**src/rtl/toaplan2_eeprom_93c46.sv**
```systemverilog
// toaplan2_eeprom_93c46: 93C46 (64 x 16) serial EEPROM responder for the 68K bit-bang lines.
// Ports: CLK, RESET (async, active high), EEPROM_SCS/SCLK/SDI in, EEPROM_SDO out.
// Define EEPROM_NVRAM_EN to add the NV_ADDR/NV_WE/NV_DIN/NV_DOUT/NV_DIRTY host save/load port.
module toaplan2_eeprom_93c46 #(
    parameter int          BUSY_CYCLES = 4800,
    parameter logic [15:0] INIT_WORD   = 16'hFFFF
) (
    input  logic        CLK,
    input  logic        RESET,
    input  logic        EEPROM_SCS,
    input  logic        EEPROM_SCLK,
    input  logic        EEPROM_SDI,
    output logic        EEPROM_SDO
`ifdef EEPROM_NVRAM_EN
    ,
    input  logic [5:0]  NV_ADDR,
    input  logic        NV_WE,
    input  logic [15:0] NV_DIN,
    output logic [15:0] NV_DOUT,
    output logic        NV_DIRTY
`endif
);

    // Busy must cover the 64-cycle bulk sweep.
    localparam int BUSY_N = (BUSY_CYCLES > 64) ? BUSY_CYCLES : 64;
    localparam int BW     = $clog2(BUSY_N + 1);

    typedef enum logic [2:0] {
        S_IDLE, S_CMD, S_READ, S_WDATA, S_WAIT_CS, S_BUSY
    } state_t;

    typedef enum logic [2:0] {
        P_NONE, P_WRITE, P_ERASE, P_ERAL, P_WRAL
    } pend_t;

    state_t        state, state_n;
    pend_t         pend;
    logic [1:0]    scs_ff, sclk_ff, sdi_ff;
    logic          sclk_d;
    logic          scs, sdi, rise;
    logic [15:0]   sr;
    logic [3:0]    cnt;
    logic [5:0]    addr;
    logic          wen;
    logic          rd_bit;
    logic [BW-1:0] bcnt;
    logic [7:0]    cmd;
    logic          commit, bulk, ser_we;
    logic          mem_we;
    logic [5:0]    mem_wa;
    logic [15:0]   mem_wd;

    // Storage is never reset; it only holds INIT_WORD from configuration.
    logic [15:0]   mem [64] = '{default: INIT_WORD};

    assign scs  = scs_ff[1];
    assign sdi  = sdi_ff[1];
    assign rise = sclk_ff[1] & ~sclk_d;
    assign cmd  = {sr[6:0], sdi};

    always_ff @(posedge CLK or posedge RESET) begin
        if (RESET) begin
            scs_ff  <= '0;
            sclk_ff <= '0;
            sdi_ff  <= '0;
            sclk_d  <= 1'b0;
        end else begin
            scs_ff  <= {scs_ff[0], EEPROM_SCS};
            sclk_ff <= {sclk_ff[0], EEPROM_SCLK};
            sdi_ff  <= {sdi_ff[0], EEPROM_SDI};
            sclk_d  <= sclk_ff[1];
        end
    end

    always_ff @(posedge CLK or posedge RESET) begin
        if (RESET) state <= S_IDLE;
        else       state <= state_n;
    end

    always_comb begin
        state_n = state;
        case (state)
            S_IDLE:
                if (scs && rise && sdi) state_n = S_CMD;
            S_CMD:
                if (!scs) state_n = S_IDLE;
                else if (rise && cnt == 4'd7) begin
                    case (cmd[7:6])
                        2'b10:   state_n = S_READ;
                        2'b01:   state_n = S_WDATA;
                        2'b11:   state_n = S_WAIT_CS;
                        default: state_n = (cmd[5:4] == 2'b01) ? S_WDATA : S_WAIT_CS;
                    endcase
                end
            S_READ:
                if (!scs) state_n = S_IDLE;
            S_WDATA:
                if (!scs) state_n = S_IDLE;
                else if (rise && cnt == 4'd15) state_n = S_WAIT_CS;
            S_WAIT_CS:
                if (!scs) state_n = (pend != P_NONE && wen) ? S_BUSY : S_IDLE;
            S_BUSY:
                if (bcnt == BW'(BUSY_N - 1)) state_n = S_IDLE;
            default:
                state_n = S_IDLE;
        endcase
    end

    always_comb begin
        EEPROM_SDO = 1'b1;
        if (scs) begin
            case (state)
                S_BUSY:  EEPROM_SDO = 1'b0;
                S_READ:  EEPROM_SDO = rd_bit;
                default: EEPROM_SDO = 1'b1;
            endcase
        end
    end

    always_ff @(posedge CLK or posedge RESET) begin
        if (RESET) begin
            cnt    <= '0;
            sr     <= '0;
            addr   <= '0;
            pend   <= P_NONE;
            wen    <= 1'b0;
            rd_bit <= 1'b1;
            bcnt   <= '0;
        end else begin
            case (state)
                S_IDLE: begin
                    cnt    <= '0;
                    bcnt   <= '0;
                    pend   <= P_NONE;
                    rd_bit <= 1'b1;
                end
                S_CMD:
                    if (scs && rise) begin
                        sr  <= {sr[14:0], sdi};
                        cnt <= cnt + 4'd1;
                        if (cnt == 4'd7) begin
                            cnt  <= '0;
                            addr <= cmd[5:0];
                            case (cmd[7:6])
                                2'b10: begin
                                    sr     <= mem[cmd[5:0]];
                                    rd_bit <= 1'b0;
                                end
                                2'b01: pend <= P_WRITE;
                                2'b11: pend <= P_ERASE;
                                default:
                                    case (cmd[5:4])
                                        2'b11:   wen  <= 1'b1;
                                        2'b00:   wen  <= 1'b0;
                                        2'b10:   pend <= P_ERAL;
                                        default: pend <= P_WRAL;
                                    endcase
                            endcase
                        end
                    end
                S_READ:
                    if (scs && rise) begin
                        rd_bit <= sr[15];
                        sr     <= {sr[14:0], 1'b0};
                        cnt    <= cnt + 4'd1;
                        // D0 is leaving: queue the next word, no dummy bit.
                        if (cnt == 4'd15) begin
                            addr <= addr + 6'd1;
                            sr   <= mem[addr + 6'd1];
                        end
                    end
                S_WDATA:
                    if (scs && rise) begin
                        sr  <= {sr[14:0], sdi};
                        cnt <= cnt + 4'd1;
                    end
                S_WAIT_CS:
                    bcnt <= '0;
                S_BUSY:
                    bcnt <= bcnt + BW'(1);
                default: ;
            endcase
        end
    end

    // Single words land at the commit; bulk ops sweep one word per CLK during busy.
    always_comb begin
        commit = (state == S_WAIT_CS) && !scs && wen && (pend != P_NONE);
        bulk   = (state == S_BUSY) && (pend == P_ERAL || pend == P_WRAL)
                 && (bcnt < BW'(64));
        ser_we = bulk || (commit && (pend == P_WRITE || pend == P_ERASE));
        mem_we = ser_we;
        mem_wa = bulk ? bcnt[5:0] : addr;
        mem_wd = (pend == P_ERASE || pend == P_ERAL) ? 16'hFFFF : sr;
`ifdef EEPROM_NVRAM_EN
        // Serial programming wins; a colliding host write is dropped.
        if (!ser_we && NV_WE) begin
            mem_we = 1'b1;
            mem_wa = NV_ADDR;
            mem_wd = NV_DIN;
        end
`endif
    end

    always_ff @(posedge CLK) begin
        if (mem_we) mem[mem_wa] <= mem_wd;
`ifdef EEPROM_NVRAM_EN
        NV_DOUT <= mem[NV_ADDR];
`endif
    end

`ifdef EEPROM_NVRAM_EN
    always_ff @(posedge CLK or posedge RESET) begin
        if (RESET)
            NV_DIRTY <= 1'b0;
        else if (commit)
            NV_DIRTY <= 1'b1;
        else if (NV_WE && !ser_we && NV_ADDR == 6'd63)
            NV_DIRTY <= 1'b0;
    end
`endif

endmodule

```
**config.mk**
```make
export PLATFORM = sky130hd
export DESIGN_NAME = toaplan2_eeprom_93c46
export DESIGN_NICKNAME = d
export VERILOG_FILES = /design/src/rtl/toaplan2_eeprom_93c46.sv
export SDC_FILE = /design/constraint.sdc
export NUM_CORES = 1
export LEC_CHECK = 0
export ABC_CLOCK_PERIOD_IN_PS = 4150
export BUFFER_PORTS_ARGS = -buffer_cell sky130_fd_sc_hd__buf_2
export CAP_MARGIN = 20
export CORE_MARGIN = 1
export CORE_UTILIZATION = 55
export DETAILED_ROUTE_END_ITERATION = 8
export GPL_TIMING_DRIVEN = 0
export PLACE_DENSITY = 0.72
export SYNTH_ARGS = -nofsm -noshare
export SYNTH_HDL_FRONTEND = slang
export SYNTH_SLANG_ARGS = --single-unit
```
**constraint.sdc**
```tcl
create_clock -name CLK -period 4.15 [get_ports CLK]
set_clock_uncertainty 0.15 [all_clocks]
set_input_delay 0.6225 -clock CLK [delete_from_list [all_inputs] [get_ports CLK]]
set_output_delay 0.6225 -clock CLK [all_outputs]
set_load 0.03 [all_outputs]
```
==> results of run 1 <==
==> flip-flops by register name (all words and copies together) (netlist names), 3 cells and up <==
register and cells:
addr 6, bcnt 13, cnt 4, mem 1024
pend 3, sr 16, state 3
==> cell usage after synthesis (22+ instances only) <==
cell,n
a21oi_1,37
a221oi_1,22
a22oi_1,22
buf_2,62
buf_4,31
clkbuf_1,63
dfrtp_1,53
edfxtp_1,1024
mux2i_1,96
mux4_2,531
nand2_1,217
nand3_1,70
nand4_1,31
nor2_1,108
nor3_1,22
o21ai_0,46
==> stage by stage <==
step | hold slack [ns] | setup slack, ns | cell area (µm²) | cells | TNS (ns)
floorplan | 0.181 | 1.13 | 51100 | 2751 | 0
global placement | 0.183 | -1.62 | 52700 | 3999 | -1241.06
detailed placement | 0.185 | -0.703 | 54700 | 4096 | -76.84
CTS | 0.199 | -0.0448 | 58400 | 4298 | -0.348
global route | 0.216 | -0.229 | 58700 | 4304 | -3.65
finish | 0.198 | -0.275 | 58700 | 4308 | -11.80
==> cell families after synthesis <==
kind of cell	count (synthesis)	synth area share (%)
AO/OA/AOI/OAI	263	3.60
adder cells (fa/ha/maj)	10	0.245
flip-flops	1078	62.8
multiplexers	644	25.7
buffers and inverters	217	2.68
XOR/XNOR	10	0.208
AND/OR/NAND/NOR	529	4.76
==> critical path: cells and delay by family, from the launching register on <==
family                 cells  cell delay [ns]
buffers and inverters      4             1.72
AO/OA/AOI/OAI              1             0.94
flip-flops                 1             0.47
AND/OR/NAND/NOR            3             0.86
==> power by group through the flow <==
stage | Clock (mW) | Sequential, mW | Combinational [mW]
6_report | 9.93 | 13.7 | 8.73
5_1_grt | 10.3 | 13.7 | 8.76
4_1_cts | 9.90 | 13.7 | 8.28
3_5_place_dp | 0 | 13.9 | 8.23
3_3_place_gp | 0 | 14.2 | 7.55
2_1_floorplan | 0 | 14.0 | 4.31
==> routing by layer <==
| metal | wire length, µm | GRT usage (%) | part of all wire, % | vias up |
|---|---|---|---|---|
| met5 | 25 | 0 | 0.013 | - |
| met4 | 15200 | 26.4 | 7.9 | 4 |
| met3 | 30400 | 15.7 | 16 | 651 |
| met2 | 82900 | 59.3 | 43 | 3182 |
| met1 | 64100 | 54.2 | 33 | 17269 |
| li1 | - | - | - | 12162 |
==> cell usage in the layout, fill, tap and decap left out, drive strengths merged, types with 37 or more instances in the layout <==
| cell type | count |
|---|---|
| mux2i | 96 |
| clkinv | 43 |
| a21oi | 37 |
| nand2 | 217 |
| buf | 242 |
| dfrtp | 53 |
| edfxtp | 1024 |
| nor2 | 108 |
| mux4 | 534 |
| o21ai | 63 |
| nand3 | 70 |
| clkbuf | 205 |
==> worst max-delay path by stage <==
stage / startpoint / end / slack (ns) / depth (start not counted)
after detailed placement: addr[0] / sr[9] / -0.70 / 9
after global routing: bcnt[6] / mem[28][3] / -0.23 / 6
after global placement: sr[0] / sr[10] / -1.62 / 8
after floorplan: bcnt[6] / mem[33][0] / 1.13 / 5
after CTS: bcnt[6] / mem[30][13] / -0.04 / 6
final: addr[0] / mem[30][5] / -0.27 / 8
==> repair_timing <==
| item | CTS | global route |
|---|---|---|
| gates cloned | 0 | 0 |
| gates resized for setup | 33 | 48 |
| pin swaps | 0 | 3 |
| hold endpoints to repair | 30 | 0 |
| buffers inserted | 0 | 2 |
| endpoints found under the setup margin | 498 | 282 |
| hold buffers | 4 | 0 |
==> final cells by class <==
type | count | area, µm²
Antenna cell | 4 | 10.0
Buffer | 206 | 1380
Clock buffer | 135 | 2910
Clock inverter | 63 | 601
Fill cell | 6346 | 33300
Inverter | 11 | 41.3
Multi-Input combinational cell | 1456 | 18200
Sequential cell | 1078 | 32100
Tap cell | 1243 | 1560
Timing Repair Buffer | 112 | 1890
==> flow_metrics.py, run 1 <==
metrics = {
    "pwr": {
        "power_switching_mw": 10.7,
        "power_frac_clock_pct": 30.7,
        "combPwrFrac_pct": 27.0,
        "powerDensity_nw_per_um2": 552,
        "power_frac_seq_pct": 42.4,
        "p_leak_nw": 18.3,
        "power_mw": 32.4,
        "ir_drop_uv": 424,
        "p_int_mw": 21.7,
        "swShare_pct": 33.1,
    },
    "route": {
        "vias_per_cell": 7.72,
        "detailedRoute.firstIterationViolations": 6336,
        "wl_mm": 193,
        "antenna_left": 0,
        "vias": 33268,
        "wl_per_cell_um": 44.7,
        "post-route-drc-count": 0,
        "drt-pass1-iter-count": 6,
    },
    "grt": {
        "grt_usage_pct": 41.6,
        "grt_max_degree": 65,
        "antenna_found_initial": 8,
        "first_global_vias": 32167,
        "grt_pass1_wl_mm": 263,
        "grt_overflow": 0,
    },
    "setup_path": {
        "endpoint_kind": "register",
        "r2r-end": "mem[30][5]",
        "worst-r2r-cell-count": 8,
        "critPathRequiredTime_ns": 4.46,
        "crit_path_frequent_cell": "buf_2",
        "critical_path.max_fanout": 12,
        "startpoint_type": "register",
        "critical-path-max-stage-delay_ns": 0.94,
        "path_cells": "buf_2 -> buf_2 -> buf_1 -> nand4b_1 -> nor2_1 -> o21ai_2 -> nor2_2 -> buf_6",
        "worst_ep_arrival_time_ns": 4.73,
        "r2r_slack_ns": -0.27,
        "r2r-start": "addr[0]",
        "critPathKind": "reg -> reg",
        "cp_slowest_cell": "o21ai_2",
    },
    "clock_tree": {
        "path_clk_slew_ns": 0.06,
        "cts_root_buf": "clkbuf_16",
        "cts_tree": "built",
        "clk_latency_ns": 0.73,
        "cts.sinks": 1078,
        "clockBufferDepth": 3,
        "cts_buffers": 110,
        "htreeDepth": 3,
    },
    "sta": {
        "final_max_slew_viol_count": 0,
        "maxSlewHeadroom_pct": 6.99,
        "finalHoldViolations": 0,
        "tightest_slew_ns": 1.39,
        "fin_crit_sh_pct": 107,
        "fmax_mhz": 226,
        "setup_viol": 137,
        "timing.final.crit_period_ns": 4.42,
        "fin_ws_ns": -0.275,
        "rsz0062_at_grt": "true",
    },
    "synth": {
        "synthArstFlopShare_pct": 5.01,
        "synth-seq-cells": 1078,
        "syn_area_um2": 51100,
        "ys_warn_count": 0,
        "syn_inst": 2751,
        "yosys-top-cells-area": "edfxtp_1, mux4_2, dfrtp_1",
        "synth_top_area_share_pct": 60.1,
        "ys_seq_area_share_pct": 62.8,
        "syn_area_per_cell_um2": 18.6,
        "yosys.area.top_type": "edfxtp_1",
        "synth_ff_type": "edfxtp_1",
        "synthDistinctLibCells": 73,
        "synth_edf_count": 1024,
        "syn_nets": 2766,
    },
    "status": {
        "outcome": "complete, but fails checks",
        "violations": "negative setup slack",
    },
    "min_path": {
        "hold_class": "reg -> reg",
        "min_path_cells": 0,
        "worstHoldStart": "scs_ff[0]",
        "min_to": "scs_ff[1]",
    },
    "placed_design": {
        "dp_hpwl_mm": 137,
        "io_buffers": 5,
        "routabilityCongestion": 1.10,
    },
    "final_layout": {
        "utilization_pct": 63.8,
        "drive_gt1_share_pct": 34.8,
        "nets": 2990,
        "area_growth_pct": 14.8,
    },
    "die": {
        "fp.coreArea_um2": 91900,
        "die_area_um2": 94200,
        "die_height_um": 307,
        "die_w_um": 307,
        "rows": 111,
        "initial_core_util_pct": 55.6,
        "pin_count": 6,
    },
    "run": {
        "maxCapViolCount": 0,
    },
}
Note: power is estimated with default switching activity, not from simulation.
==> inputs of run 2 (changes only) <==
--- a/config.mk
+++ b/config.mk
@@ -8,11 +8,10 @@
 export ABC_CLOCK_PERIOD_IN_PS = 4150
 export BUFFER_PORTS_ARGS = -buffer_cell sky130_fd_sc_hd__buf_2
 export CAP_MARGIN = 20
-export CORE_MARGIN = 1
-export CORE_UTILIZATION = 55
+export CORE_UTILIZATION = 50
 export DETAILED_ROUTE_END_ITERATION = 8
 export GPL_TIMING_DRIVEN = 0
-export PLACE_DENSITY = 0.72
+export PLACE_DENSITY = 0.67
 export SYNTH_ARGS = -nofsm -noshare
 export SYNTH_HDL_FRONTEND = slang
 export SYNTH_SLANG_ARGS = --single-unit
==> flow_metrics.py, run 2 (same netlist as run 1, synthesis figures left out) <==
metrics = {
    "setup_path": {
        "critPathRequiredTime_ns": 4.62,
        "worst_ep_arrival_time_ns": 4.74,
        "path_cells": "buf_2 -> nor2b_1 -> nand3_1 -> clkbuf_1 -> o22ai_1 -> a2111oi_1 -> nand3_1 -> a31oi_1",
        "path_delay_family": "compound AO/OA/AOI/OAI gates",
        "critPathBufInv": 2,
        "critical-path-max-stage-delay_ns": 0.90,
        "startpoint_type": "register",
        "crit_path_frequent_cell": "nand3_1",
        "cp_slowest_cell": "a2111oi_1",
        "critical_path.max_fanout": 10,
        "endpoint_kind": "register",
        "critPathKind": "reg -> reg",
    },
    "clock_tree": {
        "cts.sinks": 1078,
        "cts_buffers": 111,
        "path_clk_slew_ns": 0.08,
        "cts_tree": "built",
        "cts_root_buf": "clkbuf_16",
        "htreeDepth": 3,
        "clk_latency_ns": 0.73,
        "clockBufferDepth": 3,
    },
    "final_layout": {
        "utilization_pct": 58.5,
        "largest_reg_flops": 1024,
        "final_common_cell": "edfxtp_1",
        "layout_common_cells": "edfxtp_1, mux4_2, nand2_1",
        "finalInstanceArea_um2": 58900,
        "nets": 2992,
        "top_register": "mem",
        "area_growth_pct": 15.2,
        "drive_gt1_share_pct": 34.6,
        "largest_registers": "mem (1024), sr (16), bcnt (13)",
    },
    "route": {
        "antenna_left": 0,
        "post-route-drc-count": 0,
        "vias": 32823,
        "wl_met3_mm": 27.9,
        "wl_met1_mm": 67.7,
        "wl_mm": 193,
        "detailedRoute.firstIterationViolations": 5936,
        "top_layer_used": "met4",
        "drt-pass1-iter-count": 6,
        "vias_per_cell": 7.41,
        "wl_met2_mm": 83.4,
        "wl_per_cell_um": 43.6,
    },
    "sta": {
        "final_max_slew_viol_count": 0,
        "setup_viol": 8,
        "timing.final.crit_period_ns": 4.28,
        "fin_ws_ns": -0.125,
        "tightest_slew_ns": 1.24,
        "hold_ws_ns": 0.203,
        "fin_crit_sh_pct": 103,
        "fmax_mhz": 234,
        "maxSlewHeadroom_pct": 17.6,
        "finalHoldViolations": 0,
    },
    "pwr": {
        "p_leak_nw": 18.3,
        "p_int_mw": 21.7,
        "power_mw": 32.3,
        "power_frac_clock_pct": 30.8,
        "combPwrFrac_pct": 26.7,
        "power_frac_seq_pct": 42.5,
        "swShare_pct": 32.8,
        "powerDensity_nw_per_um2": 548,
        "power_switching_mw": 10.6,
        "ir_drop_uv": 389,
    },
    "status": {
        "violations": "negative setup slack",
        "outcome": "complete, but fails checks",
    },
    "die": {
        "initial_core_util_pct": 50.8,
        "fp.coreArea_um2": 101000,
        "die_area_um2": 104000,
        "die_height_um": 322,
        "pin_count": 6,
        "rows": 116,
        "die_w_um": 322,
    },
    "placed_design": {
        "placed_area_um2": 54900,
        "routabilityCongestion": 1.05,
        "pre_cts_ws_ns": -0.578,
        "io_buffers": 5,
        "dp_hpwl_mm": 138,
    },
    "grt": {
        "antenna_found_initial": 6,
        "grt_max_degree": 65,
        "grt_pass1_wl_mm": 262,
        "first_global_vias": 31768,
        "grt_overflow": 0,
        "grt_usage_pct": 37.8,
    },
    "min_path": {
        "hold_class": "reg -> reg",
    },
    "run": {
        "maxCapViolCount": 0,
    },
}
## run 2: metal layers
layer | GRT usage [%] | vias to the layer above
met2 | 53.9 | 2884
met5 | 0 | -
met1 | 50.1 | 17232
met4 | 23.4 | 0
li1 | - | 12160
met3 | 12.8 | 547
## run 2: per-stage QoR
stage                     setup TNS, ns  std cells
after global routing            -0.0121       4425
after CTS                             0       4418
final                            -0.498       4428
after detailed placement         -77.63       4209
after global placement         -1273.45       4113
after floorplan                       0       2751
## run 2: final timing paths
check                          start        end  slack, ns  cells after the start
max in group asynchronous      RESET      sr[8]       2.85                      4
hold / removal             scs_ff[0]  scs_ff[1]       0.20                      0
setup / recovery               sr[3]      sr[8]      -0.13                      8
hold reg to reg            scs_ff[0]  scs_ff[1]       0.20                      0
setup reg to reg               sr[3]      sr[8]      -0.13                      8
min in group asynchronous      RESET  scs_ff[0]       0.38                      3
## run 2: power by group through the flow
stage	combinational, mW	clock [mW]	sequential [mW]
finish	8.62	9.94	13.7
global route	8.68	10.3	13.7
CTS	8.19	9.90	13.7
detailed placement	8.16	0	13.9
global placement	7.50	0	14.2
floorplan	4.31	0	14.0
## run 2: timing repair
item | in CTS | in global routing
gates resized for setup | 40 | 29
setup buffers | 2 | 0
endpoints found under the hold margin | 28 | 0
hold buffers | 4 | 0
setup endpoints to repair | 659 | 312
pin swaps | 1 | 0
## run 2: final cells by class
class | count | area, µm²
Inverter | 11 | 41.3
Clock inverter | 55 | 534
Antenna cell | 3 | 7.51
Sequential cell | 1078 | 32100
Tap cell | 1357 | 1700
Multi-Input combinational cell | 1456 | 18200
Fill cell | 7390 | 41800
Clock buffer | 149 | 3000
Buffer | 205 | 1350
Timing Repair Buffer | 114 | 1940
